[src/rtl/uart_pkg.sv]
// rtl/uart_pkg.sv - shared UART state encoding, parity modes and parity helpers
package uart_pkg;

  typedef logic [2:0] uart_state_t;

  localparam logic [2:0] ST_IDLE   = 3'd0;
  localparam logic [2:0] ST_START  = 3'd1;
  localparam logic [2:0] ST_DATA   = 3'd2;
  localparam logic [2:0] ST_PARITY = 3'd3;
  localparam logic [2:0] ST_STOP   = 3'd4;
  localparam logic [2:0] ST_DONE   = 3'd5;

  typedef logic [1:0] parity_mode_t;

  // Mode 2'b11 is not named: it behaves exactly like PAR_NONE.
  localparam logic [1:0] PAR_NONE = 2'b00;
  localparam logic [1:0] PAR_EVEN = 2'b01;
  localparam logic [1:0] PAR_ODD  = 2'b10;

  function automatic logic parity_enabled(parity_mode_t mode);
    return (mode == PAR_EVEN) || (mode == PAR_ODD);
  endfunction

  // Payload is zero-extended to 9 bits; the extra zeros do not change the XOR.
  function automatic logic parity_bit(logic [8:0] data, parity_mode_t mode);
    return (^data) ^ (mode == PAR_ODD);
  endfunction

endpackage

[src/rtl/uart_tx_framer_if.sv]
// rtl/uart_tx_framer_if.sv - word handshake and frame configuration into the TX framer
interface uart_tx_framer_if #(
  parameter int DATA_BITS = 8
);
  import uart_pkg::*;

  logic                 tx_valid;
  logic [DATA_BITS-1:0] tx_data;
  parity_mode_t         parity_mode;
  logic                 two_stop;
  logic                 tx_ready;

  modport master (
    output tx_valid,
    output tx_data,
    output parity_mode,
    output two_stop,
    input  tx_ready
  );

  modport slave (
    input  tx_valid,
    input  tx_data,
    input  parity_mode,
    input  two_stop,
    output tx_ready
  );

endinterface

[src/rtl/uart_bit_timer.sv]
// rtl/uart_bit_timer.sv - bit-cell counter with restart and end-of-cell pulse
module uart_bit_timer #(
  parameter int CLKS_PER_BIT = 2,
  parameter int CNT_W        = 8
) (
  input  logic clk,
  input  logic rst_n,
  input  logic restart,
  output logic bit_end
);

  localparam logic [CNT_W-1:0] LAST = CNT_W'(CLKS_PER_BIT - 1);

  logic [CNT_W-1:0] cnt;

  assign bit_end = !restart && (cnt == LAST);

  // Count 0..CLKS_PER_BIT-1 and wrap; held at 0 while restart is high.
  always_ff @(posedge clk or negedge rst_n) begin
    if (!rst_n) begin
      cnt <= '0;
    end else if (restart || (cnt == LAST)) begin
      cnt <= '0;
    end else begin
      cnt <= cnt + 1'b1;
    end
  end

endmodule

[src/rtl/uart_tx_framer.sv]
// rtl/uart_tx_framer.sv - LSB-first UART transmit framer with parity and 1/2 stop bits
module uart_tx_framer
  import uart_pkg::*;
#(
  parameter int CLKS_PER_BIT = 2,
  parameter int CNT_W        = 8,
  parameter int DATA_BITS    = 8
) (
  input  logic            clk,
  input  logic            rst_n,
  uart_tx_framer_if.slave tx_if,
  output logic            tx_serial,
  output logic            tx_busy,
  output logic            tx_done
);

  localparam int IDX_W = (DATA_BITS > 1) ? $clog2(DATA_BITS) : 1;
  localparam logic [IDX_W-1:0] LAST_IDX = IDX_W'(DATA_BITS - 1);

  uart_state_t          state, state_d;
  logic [DATA_BITS-1:0] data_q;
  parity_mode_t         mode_q;
  logic                 two_stop_q;
  logic [IDX_W-1:0]     bit_idx, bit_idx_d;
  logic                 stop_idx, stop_idx_d;
  logic                 ready_q;
  logic                 serial_d;
  logic                 accept;
  logic                 timer_restart;
  logic                 bit_end;

  assign accept         = tx_if.tx_valid && ready_q;
  assign tx_if.tx_ready = ready_q;
  // Timer sits at zero outside a frame so the start cell is always full length.
  assign timer_restart  = (state == ST_IDLE) || (state == ST_DONE);

  uart_bit_timer #(
    .CLKS_PER_BIT (CLKS_PER_BIT),
    .CNT_W        (CNT_W)
  ) u_bit_timer (
    .clk     (clk),
    .rst_n   (rst_n),
    .restart (timer_restart),
    .bit_end (bit_end)
  );

  // Next state plus data-bit and stop-bit indices.
  always_comb begin
    state_d    = state;
    bit_idx_d  = bit_idx;
    stop_idx_d = stop_idx;
    case (state)
      ST_IDLE, ST_DONE: state_d = accept ? ST_START : ST_IDLE;
      ST_START: if (bit_end) state_d = ST_DATA;
      ST_DATA: begin
        if (bit_end) begin
          if (bit_idx == LAST_IDX) begin
            bit_idx_d = '0;
            state_d   = parity_enabled(mode_q) ? ST_PARITY : ST_STOP;
          end else begin
            bit_idx_d = bit_idx + 1'b1;
          end
        end
      end
      ST_PARITY: if (bit_end) state_d = ST_STOP;
      ST_STOP: begin
        if (bit_end) begin
          if (two_stop_q && !stop_idx) begin
            stop_idx_d = 1'b1;
          end else begin
            stop_idx_d = 1'b0;
            state_d    = ST_DONE;
          end
        end
      end
      default: state_d = ST_IDLE;
    endcase
  end

  // Line level for the upcoming cycle, registered below so tx_serial is glitch-free.
  always_comb begin
    case (state_d)
      ST_START:  serial_d = 1'b0;
      ST_DATA:   serial_d = data_q[bit_idx_d];
      ST_PARITY: serial_d = parity_bit(9'(data_q), mode_q);
      default:   serial_d = 1'b1;
    endcase
  end

  // State, indices and all status outputs registered from the next state.
  always_ff @(posedge clk or negedge rst_n) begin
    if (!rst_n) begin
      state     <= ST_IDLE;
      bit_idx   <= '0;
      stop_idx  <= 1'b0;
      ready_q   <= 1'b0;
      tx_serial <= 1'b1;
      tx_busy   <= 1'b0;
      tx_done   <= 1'b0;
    end else begin
      state     <= state_d;
      bit_idx   <= bit_idx_d;
      stop_idx  <= stop_idx_d;
      ready_q   <= (state_d == ST_IDLE) || (state_d == ST_DONE);
      tx_serial <= serial_d;
      tx_busy   <= (state_d != ST_IDLE) && (state_d != ST_DONE);
      tx_done   <= (state_d == ST_DONE);
    end
  end

  // Shadow copies of word and frame config, captured only on an accepted handshake.
  always_ff @(posedge clk or negedge rst_n) begin
    if (!rst_n) begin
      data_q     <= '0;
      mode_q     <= PAR_NONE;
      two_stop_q <= 1'b0;
    end else if (accept) begin
      data_q     <= tx_if.tx_data;
      mode_q     <= tx_if.parity_mode;
      two_stop_q <= tx_if.two_stop;
    end
  end

endmodule

[src/flat_wrapper.sv]
// flat-port wrapper written by rule: the top's interface ports become plain ports
module uart_tx_framer_flat import uart_pkg::*;
#(
  parameter int CLKS_PER_BIT = 2,
  parameter int CNT_W        = 8,
  parameter int DATA_BITS    = 8
)
  (clk, rst_n, tx_serial, tx_busy, tx_done, tx_if_tx_valid, tx_if_tx_data, tx_if_parity_mode, tx_if_two_stop, tx_if_tx_ready);
  uart_tx_framer_if #(.DATA_BITS(DATA_BITS)) tx_if_i ();
  input  logic clk;
  input  logic rst_n;
  output logic tx_serial;
  output logic tx_busy;
  output logic tx_done;
  input wire logic [$bits(tx_if_i.tx_valid)-1:0] tx_if_tx_valid;
  input wire logic [$bits(tx_if_i.tx_data)-1:0] tx_if_tx_data;
  input wire logic [$bits(tx_if_i.parity_mode)-1:0] tx_if_parity_mode;
  input wire logic [$bits(tx_if_i.two_stop)-1:0] tx_if_two_stop;
  output wire logic [$bits(tx_if_i.tx_ready)-1:0] tx_if_tx_ready;
  assign tx_if_i.tx_valid = tx_if_tx_valid;
  assign tx_if_i.tx_data = tx_if_tx_data;
  assign tx_if_i.parity_mode = tx_if_parity_mode;
  assign tx_if_i.two_stop = tx_if_two_stop;
  assign tx_if_tx_ready = tx_if_i.tx_ready;
  uart_tx_framer #(.CLKS_PER_BIT(CLKS_PER_BIT), .CNT_W(CNT_W), .DATA_BITS(DATA_BITS)) u_core (.clk(clk), .rst_n(rst_n), .tx_if(tx_if_i), .tx_serial(tx_serial), .tx_busy(tx_busy), .tx_done(tx_done));
endmodule
[config.mk]
export PLATFORM = sky130hd
export DESIGN_NAME = uart_tx_framer_flat
export DESIGN_NICKNAME = d
export VERILOG_FILES = /design/src/rtl/uart_pkg.sv /design/src/rtl/uart_tx_framer_if.sv /design/src/rtl/uart_bit_timer.sv /design/src/rtl/uart_tx_framer.sv /design/src/flat_wrapper.sv
export SDC_FILE = /design/constraint.sdc
export NUM_CORES = 1
export LEC_CHECK = 0
export CORE_UTILIZATION = 44
export DETAILED_ROUTE_END_ITERATION = 8
export PLACE_DENSITY_LB_ADDON = 0.05
export SYNTH_ARGS = -nofsm -noshare
export SYNTH_HDL_FRONTEND = slang
export SYNTH_SLANG_ARGS = --single-unit
[constraint.sdc]
create_clock -name clk -period 2.9 [get_ports clk]
set_input_delay 0.58 -clock clk [delete_from_list [all_inputs] [get_ports clk]]
set_output_delay 0.58 -clock clk [all_outputs]
set_load 0.03 [all_outputs]
==> run summary, run 1 <==
The mean instance size in the synthesized netlist is 11.6 µm². In the synthesized netlist the async set-or-reset flop fraction comes to 1.00. In the finished design, the share of the clock period the worst path needs comes to 0.919. The share of total power consumed by net switching is 0.371. The measured slew at the worst slew-check pin came out at 783 ps.

The endpoint identified for the worst register-to-register timing path is u_core.tx_serial. Across the VDD grid, the largest voltage drop is 0.611 mV. Excluding fillers, the count of instances in the completed layout stands at 209. The post-CTS setup-driven buffer insertion count came out at 0. The sequential fraction of the synthesis area came out at 0.456. The hold violation count in the final report is 0. In this run the remaining antenna-violating nets after routing total 0. STA classifies the critical path endpoint as a register. The analysis attributes to net switching a power of 767 µW.

The startpoint identified for the worst hold timing path is u_core.mode_q[0]. Routability-driven placement finished with a final weighted congestion of 0.760. The worst pin sits at a relative slew slack of 0.473.

The arrival time at the worst endpoint is 2860 ps. The number of H-tree branching levels is 2. The CTS tree is done. The ratio of total power to cell area came out at 1070 nW/µm². Measured in cells, the most critical reg-to-reg path has a length of 8.

The final critical path time including I/O delays and setup is 2660 ps. The number of violations of the max-capacitance limit is 0. The combinational power share came out at 0.489. The floorplan die width came out at 63.2 µm. The number of global-route vias before repair is 1,158.

The overall track demand over capacity in global routing is 0.175. Among all stages on the critical path, the largest delay is contributed by or3b_2. The number of buffers between clock root and the deepest sink is 2. The number of warnings issued by yosys came out at 0. The number of hold-repair buffers added at the cts stage is 0. The flop and latch count out of synthesis came out at 30.

Summed over all layers, the routed wires come to 2.96 mm. Of the cells placed in the final design, the portion with a size suffix greater than 1 is 0.215. Entering global routing, the biggest net connects 31 pins. For this design the top-level I/O count stands at 18.

CTS placed an instance of clkbuf_8 at the clock tree root. Of all nets on the critical path, the largest fanout is 9. The total cell area at the placement stage is 1860 µm². Setup repair after global routing left no endpoint under its margin.

The clock edge transition at the registers on the reported setup and hold paths came out at 60 ps. The average routed wire per standard cell came out at 14.2 µm. The path class of the tightest hold or removal check is register to register. For the final routed database, the setup TNS stands at 0 ps.

For hold timing, the worst endpoint is u_core.mode_q[0]. The synthesized area came out at 1650 µm². The count of flip-flops with a built-in enable after synthesis came out at 0. Counting instances, the worst hold path has a depth of 1. The beginning of the critical path is u_core.u_bit_timer.cnt[1]. The first-pass iteration count of the detailed router is 4. The sequential share of power is 0.363.

Post-CTS repair changed the size of 0 cells. The largest single stage delay on the critical path is 550 ps. For the final database, setup skew stands at 5.40 ps.

The clock latency reported for the late side of the worst-skew pair is 280 ps. Data on the critical path is required at its endpoint by 3090 ps. The net count after synthesis is 161. The reg-to-reg critical path startpoint is u_core.u_bit_timer.cnt[1].

Clock tree synthesis inserted a total of 5 buffers. The type of origin of the critical path is a register. The overall die area came out at 4000 µm². The clock drives 30 sinks. The via count came out at 1,131.

The layout overhead on the synthesized area came out at 17.3%. The cell-internal power came out at 1300 µW. The core area came out at 3470 µm². The initial standard-cell utilization of the core came out at 0.475. Derived from the worst setup path, the maximum achievable clock frequency is 375 MHz. The number of slew-limit violations in the final report came out at 0. The number of antenna violations at the first check in global routing was 0. The number of unique standard cell types used by synthesis is 42. The count of antenna diodes in the layout is 0. Overall power consumption after layout is estimated at 2070 µW. After the first detailed-routing iteration, the DRC count stood at 50. The number of cells after detailed placement came out at 202. Among all flip-flop cells after synthesis, the most frequent one is dfrtp_1. The critical path is of the register to register type. The number of nets in the finished design is 182. The critical path goes through inv_1 > ha_1 > or3b_2 > or3_4 > mux2i_4 > mux2_1 > o311ai_1 > o31ai_1.

For this design the static power due to leakage is 0.000852 µW. During placement, the flow inserted port buffers numbering 17. Dividing the detail-routed via count by the number of cells gives 5.41. The number of design rule violations left after detail routing is 0. The worst-case hold slack came out at 505 ps. The number of core rows came out at 21. The wire length of the first global-routing pass is 5.33 mm. The minimum setup slack among reg-to-reg paths is 240 ps. Global routing finished with a remaining overflow of 0. From bottom edge to top edge, the die measures 63.2 µm. The cell count after synthesis is 142. Once layout is done, the placed cells without fillers occupy 1930 µm². The clock network fraction of total power came out at 0.148. The half-perimeter wire length after detailed placement came out at 2.30 mm. The flow ran to the end, and the final reports show no timing, DRC or antenna violations. Setup violations remaining at the end of the flow were counted as 0.
-- state kept, by name, summed over array words and instances, names as in the netlist --
signal and count:
u_core.tx_serial 1, u_core.mode_q 2, u_core.tx_busy 1, u_core.u_bit_timer.cnt 8, u_core.data_q 8, u_core.tx_done 1, u_core.tx_if.tx_ready 1, u_core.two_stop_q 1
u_core.bit_idx 3, u_core.stop_idx 1, u_core.state 3
-- synthesized netlist by cell type, types with 2 or more instances --
cell       n  area, µm²
clkbuf_2   2       10.0
mux2i_1    4       40.0
mux2_4     2       30.0
nor2_1    12       45.0
xor2_1     6       52.6
and3_1     3       18.8
mux2_2    12        135
nand3_1    5       25.0
inv_1      5       18.8
buf_6      2       22.5
a31oi_1    2       12.5
or3b_2     3       26.3
o31ai_1    3       22.5
dfrtp_1   29        726
a21oi_1    2       10.0
nor2b_1    3       18.8
nor3_1     2       10.0
nand2_1    7       26.3
ha_1       5       62.6
nor4_1     6       37.5
xnor2_1    6       52.6
-- how the worst max path moves through the flow --
stage,end,slack [ps]
floorplan,u_core.tx_serial,340
global placement,u_core.tx_serial,360
detailed placement,u_core.tx_serial,240
CTS,u_core.tx_serial,210
global route,u_core.tx_serial,40
finish,u_core.tx_serial,240
-- worst max-delay path: cells and delay by family, from the launching register on --
kind / cells / cell delay [ps]
AO/OA/AOI/OAI: 2 / 350
buffers and inverters: 1 / 70
flip-flops: 1 / 410
AND/OR/NAND/NOR: 2 / 1040
adder cells (fa/ha/maj): 1 / 150
multiplexers: 2 / 560
-- placed cells by master (no fill, tap or decap), types with 2 or more instances in the layout --
cell             count
nor2b_1              3
mux2i_1              4
and3_1               3
buf_4                2
ha_1                 5
o31ai_1              3
nor3_1               2
a21oi_1              2
clkinv_2             2
xor2_1               6
clkbuf_8             5
or3b_2               3
xnor2_1              6
nand3_1              5
dfrtp_1             29
inv_1                5
mux2_2              12
nor4_1               6
nand2_1              7
clkdlybuf4s50_1     17
a31oi_1              2
mux2_4               2
nor2_1              12
-- area by class of cell --
class	instances	area, µm²
inverters	5	18.8
multi-input cells	102	842
clock inverters	2	10.0
fillers	320	1530
repair buffers	19	185
flip-flops and latches	30	752
well taps	46	57.6
clock buffers	5	68.8
-- metrics by stage --
step	utilization	worst slack [ps]
after floorplan	-	339
after global placement	0.535	362
after detailed placement	0.535	239
after CTS	0.558	214
after global routing	0.558	41.0
final	0.558	236
-- cells by family after synthesis --
family | after synthesis | synth area share
compound gates | 13 | 0.0622
xor+xnor | 13 | 0.0774
fa+ha+maj | 5 | 0.0379
buf+inv | 10 | 0.0334
flops | 30 | 0.456
mux | 20 | 0.145
simple gates | 51 | 0.188
-- metal layers --
metal / global-route usage / part of all wire
met1: 0.212 / 0.45
met3: 0.0435 / 0.029
met2: 0.292 / 0.51
met5: 0 / 0
met4: 0.0824 / 0.017
-- power groups by stage --
stage	clock, µW	combinational [µW]	sequential (µW)
global route	338	1120	780
detailed placement	0	1020	757
global placement	0	1000	749
finish	306	1010	751
CTS	319	1030	751
floorplan	0	806	739
Power figures use the tool's default switching activity.
==> run 2: changes to the inputs <==
--- a/config.mk
+++ b/config.mk
@@ -8,6 +8,7 @@
 export CORE_UTILIZATION = 44
 export DETAILED_ROUTE_END_ITERATION = 8
 export PLACE_DENSITY_LB_ADDON = 0.05
+export REMOVE_ABC_BUFFERS = 1
 export SYNTH_ARGS = -nofsm -noshare
 export SYNTH_HDL_FRONTEND = slang
 export SYNTH_SLANG_ARGS = --single-unit
==> run summary, run 2 (synthesis results as in run 1) <==
The filler cell count in the final layout came to 326 (was 320). The final wirelength came out at 2.95 mm (was 2.96 mm). The global route total overflow came to 0 (unchanged).

The final critical path time including I/O delays and setup came to 2650 ps (was 2660 ps). The total cell area at the placement stage came out at 1860 µm² (unchanged). The upper clock frequency limit came out at 378 MHz (was 375 MHz).

The die height is 63.2 µm (unchanged). The arrival time at the worst endpoint came out at 2840 ps (was 2860 ps). The most common cell after layout, fill and taps aside was dfrtp_1 (unchanged).

The via-per-instance ratio came out at 5.40 (was 5.41). The CTS tree is done (unchanged). The post-route fraction of the period consumed by the critical path is 0.912 (was 0.919). The sequential cell area came out at 752 µm² (unchanged).

The top-level port count came out at 18 (unchanged). The number of CTS-inserted buffers is 5 (unchanged). The remaining max-slew budget at the tightest pin came to 0.449 (was 0.473). The number of slew-limit violations in the final report is 0 (unchanged). The number of hold-repair buffers added at the cts stage came out at 0 (unchanged). Cell-by-cell trace of the critical path: inv_1 > ha_1 > or3b_2 > or3_4 > mux2i_4 > mux2_1 > o311ai_1 > o31ai_1 (unchanged). The type of origin of the critical path is a register (unchanged). The overall die area is 4000 µm² (unchanged). The number of DRC violations after detailed-routing iteration 0 came out at 45 (was 50). The number of H-tree branching levels is 2 (unchanged). The worst path required time was 3100 ps (was 3090 ps). The pin count of the biggest net entering global routing is 31 (unchanged). The utilization of the core after routing is 0.561 (was 0.558). The number of violations of the max-capacitance limit came out at 0 (unchanged). The number of nets in the finished design is 182 (unchanged). Setup repair after global routing missed its margin: false (unchanged). The weighted congestion at the end of routability-driven global placement came out at 0.780 (was 0.760).

The floorplan die width is 63.2 µm (unchanged). The number of I/O port buffers is 17 (unchanged). The count of antenna diodes in the layout is 0 (unchanged).

The first-pass iteration count of the detailed router was 4 (unchanged). The overall power after layout is 2100 µW (was 2070 µW). The clock latency reported for the late side of the worst-skew pair is 280 ps (about the same). Regs by FF count: u_core.data_q x8, u_core.u_bit_timer.cnt x8 (unchanged). The half-perimeter wire length after detailed placement came out at 2.19 mm (was 2.30 mm). The final worst clock skew was 4.77 ps (was 5.40 ps). The count of antenna-violating nets left after detailed routing is 0 (unchanged). The minimum setup slack among reg-to-reg paths is 250 ps (was 240 ps). The peak supply drop was 0.602 mV (was 0.611 mV). Commonest cells after routing, fill and taps aside: dfrtp_1, clkdlybuf4s50_1, nor2_1, mux2_2, nand2_1 (unchanged). The nature of the critical path endpoint is a register (unchanged).

The number of resized instances in the post-cts repair step came out at 0 (unchanged). The reg-to-reg critical path startpoint is u_core.u_bit_timer.cnt[1] (unchanged). The final-report setup violation count came to 0 (unchanged). The share of final-layout standard cells stronger than drive strength 1 is 0.213 (was 0.215).

The measured slew at the worst slew-check pin is 819 ps (was 783 ps). The clock net sink count is 30 (unchanged). The via count came out at 1,133 (was 1,131). The worst-case hold slack is 517 ps (was 505 ps).

The maximum single-stage delay on the critical path is 550 ps (about the same). The critical-path cell with the highest stage delay is or3b_2 (unchanged). The clock tree root buffer cell is clkbuf_8 (unchanged).

The area used by multi-input combinational logic is 842 µm² (unchanged). The final instance area was 1950 µm² (was 1930 µm²). The number of global-route vias before repair is 1,126 (was 1,158).

The sum of negative setup slack came out at 0 ps (unchanged). The static power due to leakage came out at 0.000856 µW (was 0.000852 µW). The path type of the worst min-delay path is register to register (unchanged). The clock edge transition at the registers on the reported setup and hold paths came out at 60 ps (about the same). The worst reg2reg path endpoint was u_core.tx_serial (unchanged). The sink of the worst hold path is u_core.stop_idx (was u_core.mode_q[0]). The layout overhead on the synthesized area came to 18.1% (was 17.3%).

The ratio of total power to cell area is 1080 nW/µm² (was 1070 nW/µm²). The number of core rows came out at 21 (unchanged). The hold violation count in the final report came out at 0 (unchanged). The core area is 3470 µm² (unchanged). The classification of the worst setup path is register to register (unchanged). The depth of the worst register-to-register path is 8 (unchanged). The post-CTS setup-driven buffer insertion count came out at 0 (unchanged). The number of design rule violations left after detail routing is 0 (unchanged).

The number of antenna violations at the first check in global routing is 0 (unchanged). The number of buffers between clock root and the deepest sink was 2 (unchanged). The startpoint of the tightest hold check path is u_core.stop_idx (was u_core.mode_q[0]). The initial standard-cell utilization of the core is 0.475 (unchanged).

The average routed wire per standard cell is 14.1 µm (was 14.2 µm). Result of the run: finished clean (unchanged). The largest fanout of any net on the critical path is 9 (unchanged). The overall track demand over capacity in global routing is 0.170 (was 0.175). The number of cells on the worst hold path is 1 (unchanged). The wire length of the first global-routing pass came out at 5.10 mm (was 5.33 mm).
[run 2: changes by cell type in the layout (fill, tap and decap cells not counted)]
| cell | previous run | this run |
|---|---|---|
| clkinv_2 | 2 | 1 |
| clkbuf_1 | 0 | 1 |
| clkbuf_8 | 5 | 6 |
[run 2: where the power goes]
part	switching, µW	leakage [µW]	internal [µW]
sequential	170	0.000377	582
combinational	455	0.000431	557
clock	147	0.0000482	191
total	773	0.000856	1330
[run 2: layout make-up]
| type | instances | area share |
|---|---|---|
| timing repair buffer | 19 | 0.0951 |
| clock inverter | 1 | 0.00257 |
| tap | 46 | 0.0296 |
| sequential | 30 | 0.386 |
| clock buffer | 7 | 0.0443 |
| inverter | 5 | 0.00964 |
| multi-input combinational | 102 | 0.433 |
[run 2: worst max-delay path by stage]
stage | from | endpoint | slack [ps] | cells past startpoint
finish | u_core.u_bit_timer.cnt[1] | u_core.tx_serial | 250 | 8
floorplan | u_core.u_bit_timer.cnt[1] | u_core.tx_serial | 440 | 8
global route | u_core.u_bit_timer.cnt[1] | u_core.tx_serial | 140 | 8
detailed placement | u_core.u_bit_timer.cnt[1] | u_core.tx_serial | 270 | 8
CTS | u_core.u_bit_timer.cnt[1] | u_core.tx_serial | 250 | 8
global placement | u_core.u_bit_timer.cnt[1] | u_core.tx_serial | 350 | 8
[run 2: layer usage]
layer / track usage / up-vias / part of all wire
met1: 0.200 / 551 / 0.45
met2: 0.292 / 24 / 0.50
met4: 0.0511 / 0 / 0.010
li1: - / 554 / -
met3: 0.0562 / 4 / 0.036
met5: 0 / - / 0
[run 2: per-stage QoR]
stage | setup WS [ps] | instances
after global routing | 139 | 210
after CTS | 253 | 210
after detailed placement | 271 | 202
after floorplan | 441 | 137
final | 255 | 210
after global placement | 354 | 202
[run 2: worst max-delay path, delay by kind of cell (launching register included)]
kind	cells	cell delay, ps
buf+inv	1	70
mux	2	560
simple gates	2	1040
compound gates	2	330
flops	1	420
fa+ha+maj	1	140
==> run 3: changes to the inputs <==
--- a/config.mk
+++ b/config.mk
@@ -5,6 +5,7 @@
 export SDC_FILE = /design/constraint.sdc
 export NUM_CORES = 1
 export LEC_CHECK = 0
+export CORE_MARGIN = 5
 export CORE_UTILIZATION = 44
 export DETAILED_ROUTE_END_ITERATION = 8
 export PLACE_DENSITY_LB_ADDON = 0.05
==> run summary, run 3 (synthesis results as in run 1) <==
The peak supply drop came out at 0.410 mV (was 0.602 mV). The worst path required time came out at 3100 ps (about the same). The via-per-instance ratio is 5.17 (was 5.40). The post-route fraction of the period consumed by the critical path is 0.904 (was 0.912). The global route total overflow is 0 (unchanged). The CTS tree is done (unchanged).

The number of buffers and inverters on the critical path came out at 1 (unchanged). The initial standard-cell utilization of the core was 0.454 (was 0.475). The maximum single-stage delay on the critical path is 550 ps (about the same). The number of buffers between clock root and the deepest sink is 2 (unchanged). The path type of the worst min-delay path is register to register (unchanged). The beginning of the critical path was u_core.u_bit_timer.cnt[1] (unchanged).

The die height is 71.2 µm (was 63.2 µm). The number of antenna violations at the first check in global routing was 0 (unchanged). The number of slew-limit violations in the final report was 0 (unchanged). The clock tree root buffer cell is clkbuf_8 (unchanged). The setup slack after layout came out at 277 ps (was 255 ps). The layout overhead on the synthesized area came to 19.1% (was 18.1%).

The type of origin of the critical path was a register (unchanged). The ratio of total power to cell area is 1100 nW/µm² (was 1080 nW/µm²). The final worst clock skew is 3.70 ps (was 4.77 ps). The number of DRC violations after detailed-routing iteration 0 is 53 (was 45). The clock net sink count is 30 (unchanged). The overall die area came out at 5070 µm² (was 4000 µm²).

The measured slew at the worst slew-check pin came to 848 ps (was 819 ps). The static power due to leakage came out at 0.000860 µW (was 0.000856 µW). The top-level port count came out at 18 (unchanged).

The reg-to-reg critical path startpoint is u_core.u_bit_timer.cnt[1] (unchanged). Setup repair after global routing missed its margin: false (unchanged). The first-pass iteration count of the detailed router was 4 (unchanged).

The floorplan die width is 71.2 µm (was 63.2 µm). Commonest cells after routing, fill and taps aside: dfrtp_1, clkdlybuf4s50_1, nor2_1, mux2_2, nand2_1 (unchanged). The via count is 1,096 (was 1,133). Cell-by-cell trace of the critical path: inv_1 > ha_1 > or3b_2 > or3_4 > mux2i_4 > mux2_1 > o311ai_1 > o31ai_1 (unchanged). The hold violation count in the final report came to 0 (unchanged). The number of design rule violations left after detail routing came out at 0 (unchanged).

Regs by FF count: u_core.data_q x8, u_core.u_bit_timer.cnt x8 (unchanged). The number of CTS-inserted buffers came to 5 (unchanged). The largest fanout of any net on the critical path came out at 9 (unchanged). The overall track demand over capacity in global routing came out at 0.133 (was 0.170). The count of antenna diodes in the layout came out at 0 (unchanged). The cell type group with the largest total delay on the critical path is simple AND/OR/NAND/NOR gates (unchanged). The average routed wire per standard cell is 14.2 µm (was 14.1 µm). The number of core rows was 22 (was 21).

The number of hold-repair buffers added at the cts stage came to 0 (unchanged). The critical-path cell with the highest stage delay is or3b_2 (unchanged). The classification of the worst setup path is register to register (unchanged). The number of resized instances in the post-cts repair step came out at 0 (unchanged). The number of violations of the max-capacitance limit came out at 0 (unchanged). The setup slack after placement was 270 ps (was 271 ps). The number of global-route vias before repair is 1,127 (was 1,126). The core area is 3630 µm² (was 3470 µm²). The wire length of the first global-routing pass came out at 5.24 mm (was 5.10 mm). The share of final-layout standard cells stronger than drive strength 1 was 0.207 (was 0.213). The remaining max-slew budget at the tightest pin came out at 0.430 (was 0.449). The clock edge transition at the registers on the reported setup and hold paths is 60 ps (about the same). The final critical path time including I/O delays and setup is 2620 ps (was 2650 ps). The upper clock frequency limit came out at 381 MHz (was 378 MHz).

The number of H-tree branching levels was 2 (unchanged). The half-perimeter wire length after detailed placement is 2.34 mm (was 2.19 mm). The post-CTS setup-driven buffer insertion count came out at 0 (unchanged).

The clock latency reported for the late side of the worst-skew pair came out at 280 ps (about the same). The sum of negative setup slack came out at 0 ps (unchanged). The nature of the critical path endpoint is a register (unchanged). The number of I/O port buffers is 17 (unchanged). The weighted congestion at the end of routability-driven global placement was 0.784 (was 0.780). The pin count of the biggest net entering global routing is 31 (unchanged). The final wirelength is 3.00 mm (was 2.95 mm). The count of antenna-violating nets left after detailed routing came out at 0 (unchanged). The arrival time at the worst endpoint is 2820 ps (was 2840 ps).

The number of nets in the finished design is 182 (unchanged). The final-report setup violation count is 0 (unchanged). The most common cell after layout, fill and taps aside is dfrtp_1 (unchanged). The startpoint of the tightest hold check path is u_core.two_stop_q (was u_core.stop_idx).

Result of the run: finished clean (unchanged).
run 3: area by class of cell:
| cell class | instances | area, µm² |
|---|---|---|
| Clock buffer | 7 | 76.3 |
| Fill cell | 330 | 1670 |
| Inverter | 5 | 18.8 |
| Clock inverter | 1 | 30.0 |
| Tap cell | 48 | 60.1 |
| Timing Repair Buffer | 19 | 185 |
| Sequential cell | 30 | 752 |
| Multi-Input combinational cell | 102 | 842 |
run 3: worst register-to-register path: cells and delay by family (launching register included):
kind	cells	cell delay [ps]
buf+inv	1	70
flops	1	420
fa+ha+maj	1	140
compound gates	2	340
mux	2	540
simple gates	2	1040
run 3: worst paths after layout:
kind	slack [ps]	end	cells past startpoint
setup / recovery	280	u_core.tx_serial	8
setup reg to reg	280	u_core.tx_serial	8
min in group asynchronous	690	u_core.u_bit_timer.cnt[2]	2
hold reg to reg	510	u_core.two_stop_q	1
hold / removal	510	u_core.two_stop_q	1
max in group asynchronous	1890	u_core.tx_serial	2
run 3: power by group:
part	internal, µW	total, µW	switching [µW]
combinational	557	1020	463
sequential	583	745	162
clock	257	402	146
total	1400	2170	771
run 3: metal layers:
metal  up-vias  track usage  wire length, µm
met5         -            0                0
met4         0       0.0564               63
met3         5       0.0421              100
met2        13        0.205             1380
met1       525        0.174             1460
li1        553            -                -
run 3: per-stage QoR:
step                      total power [µW]  instances  area, µm²  hold WS [ps]   util
after CTS                             2210        212       1960           517  0.541
after global placement                1760        204       1860           490  0.511
final                                 2170        212       1960           509  0.541
after detailed placement              1790        204       1860           503  0.511
after floorplan                       1530        137       1610           284      -
after global routing                  2340        212       1960           531  0.541
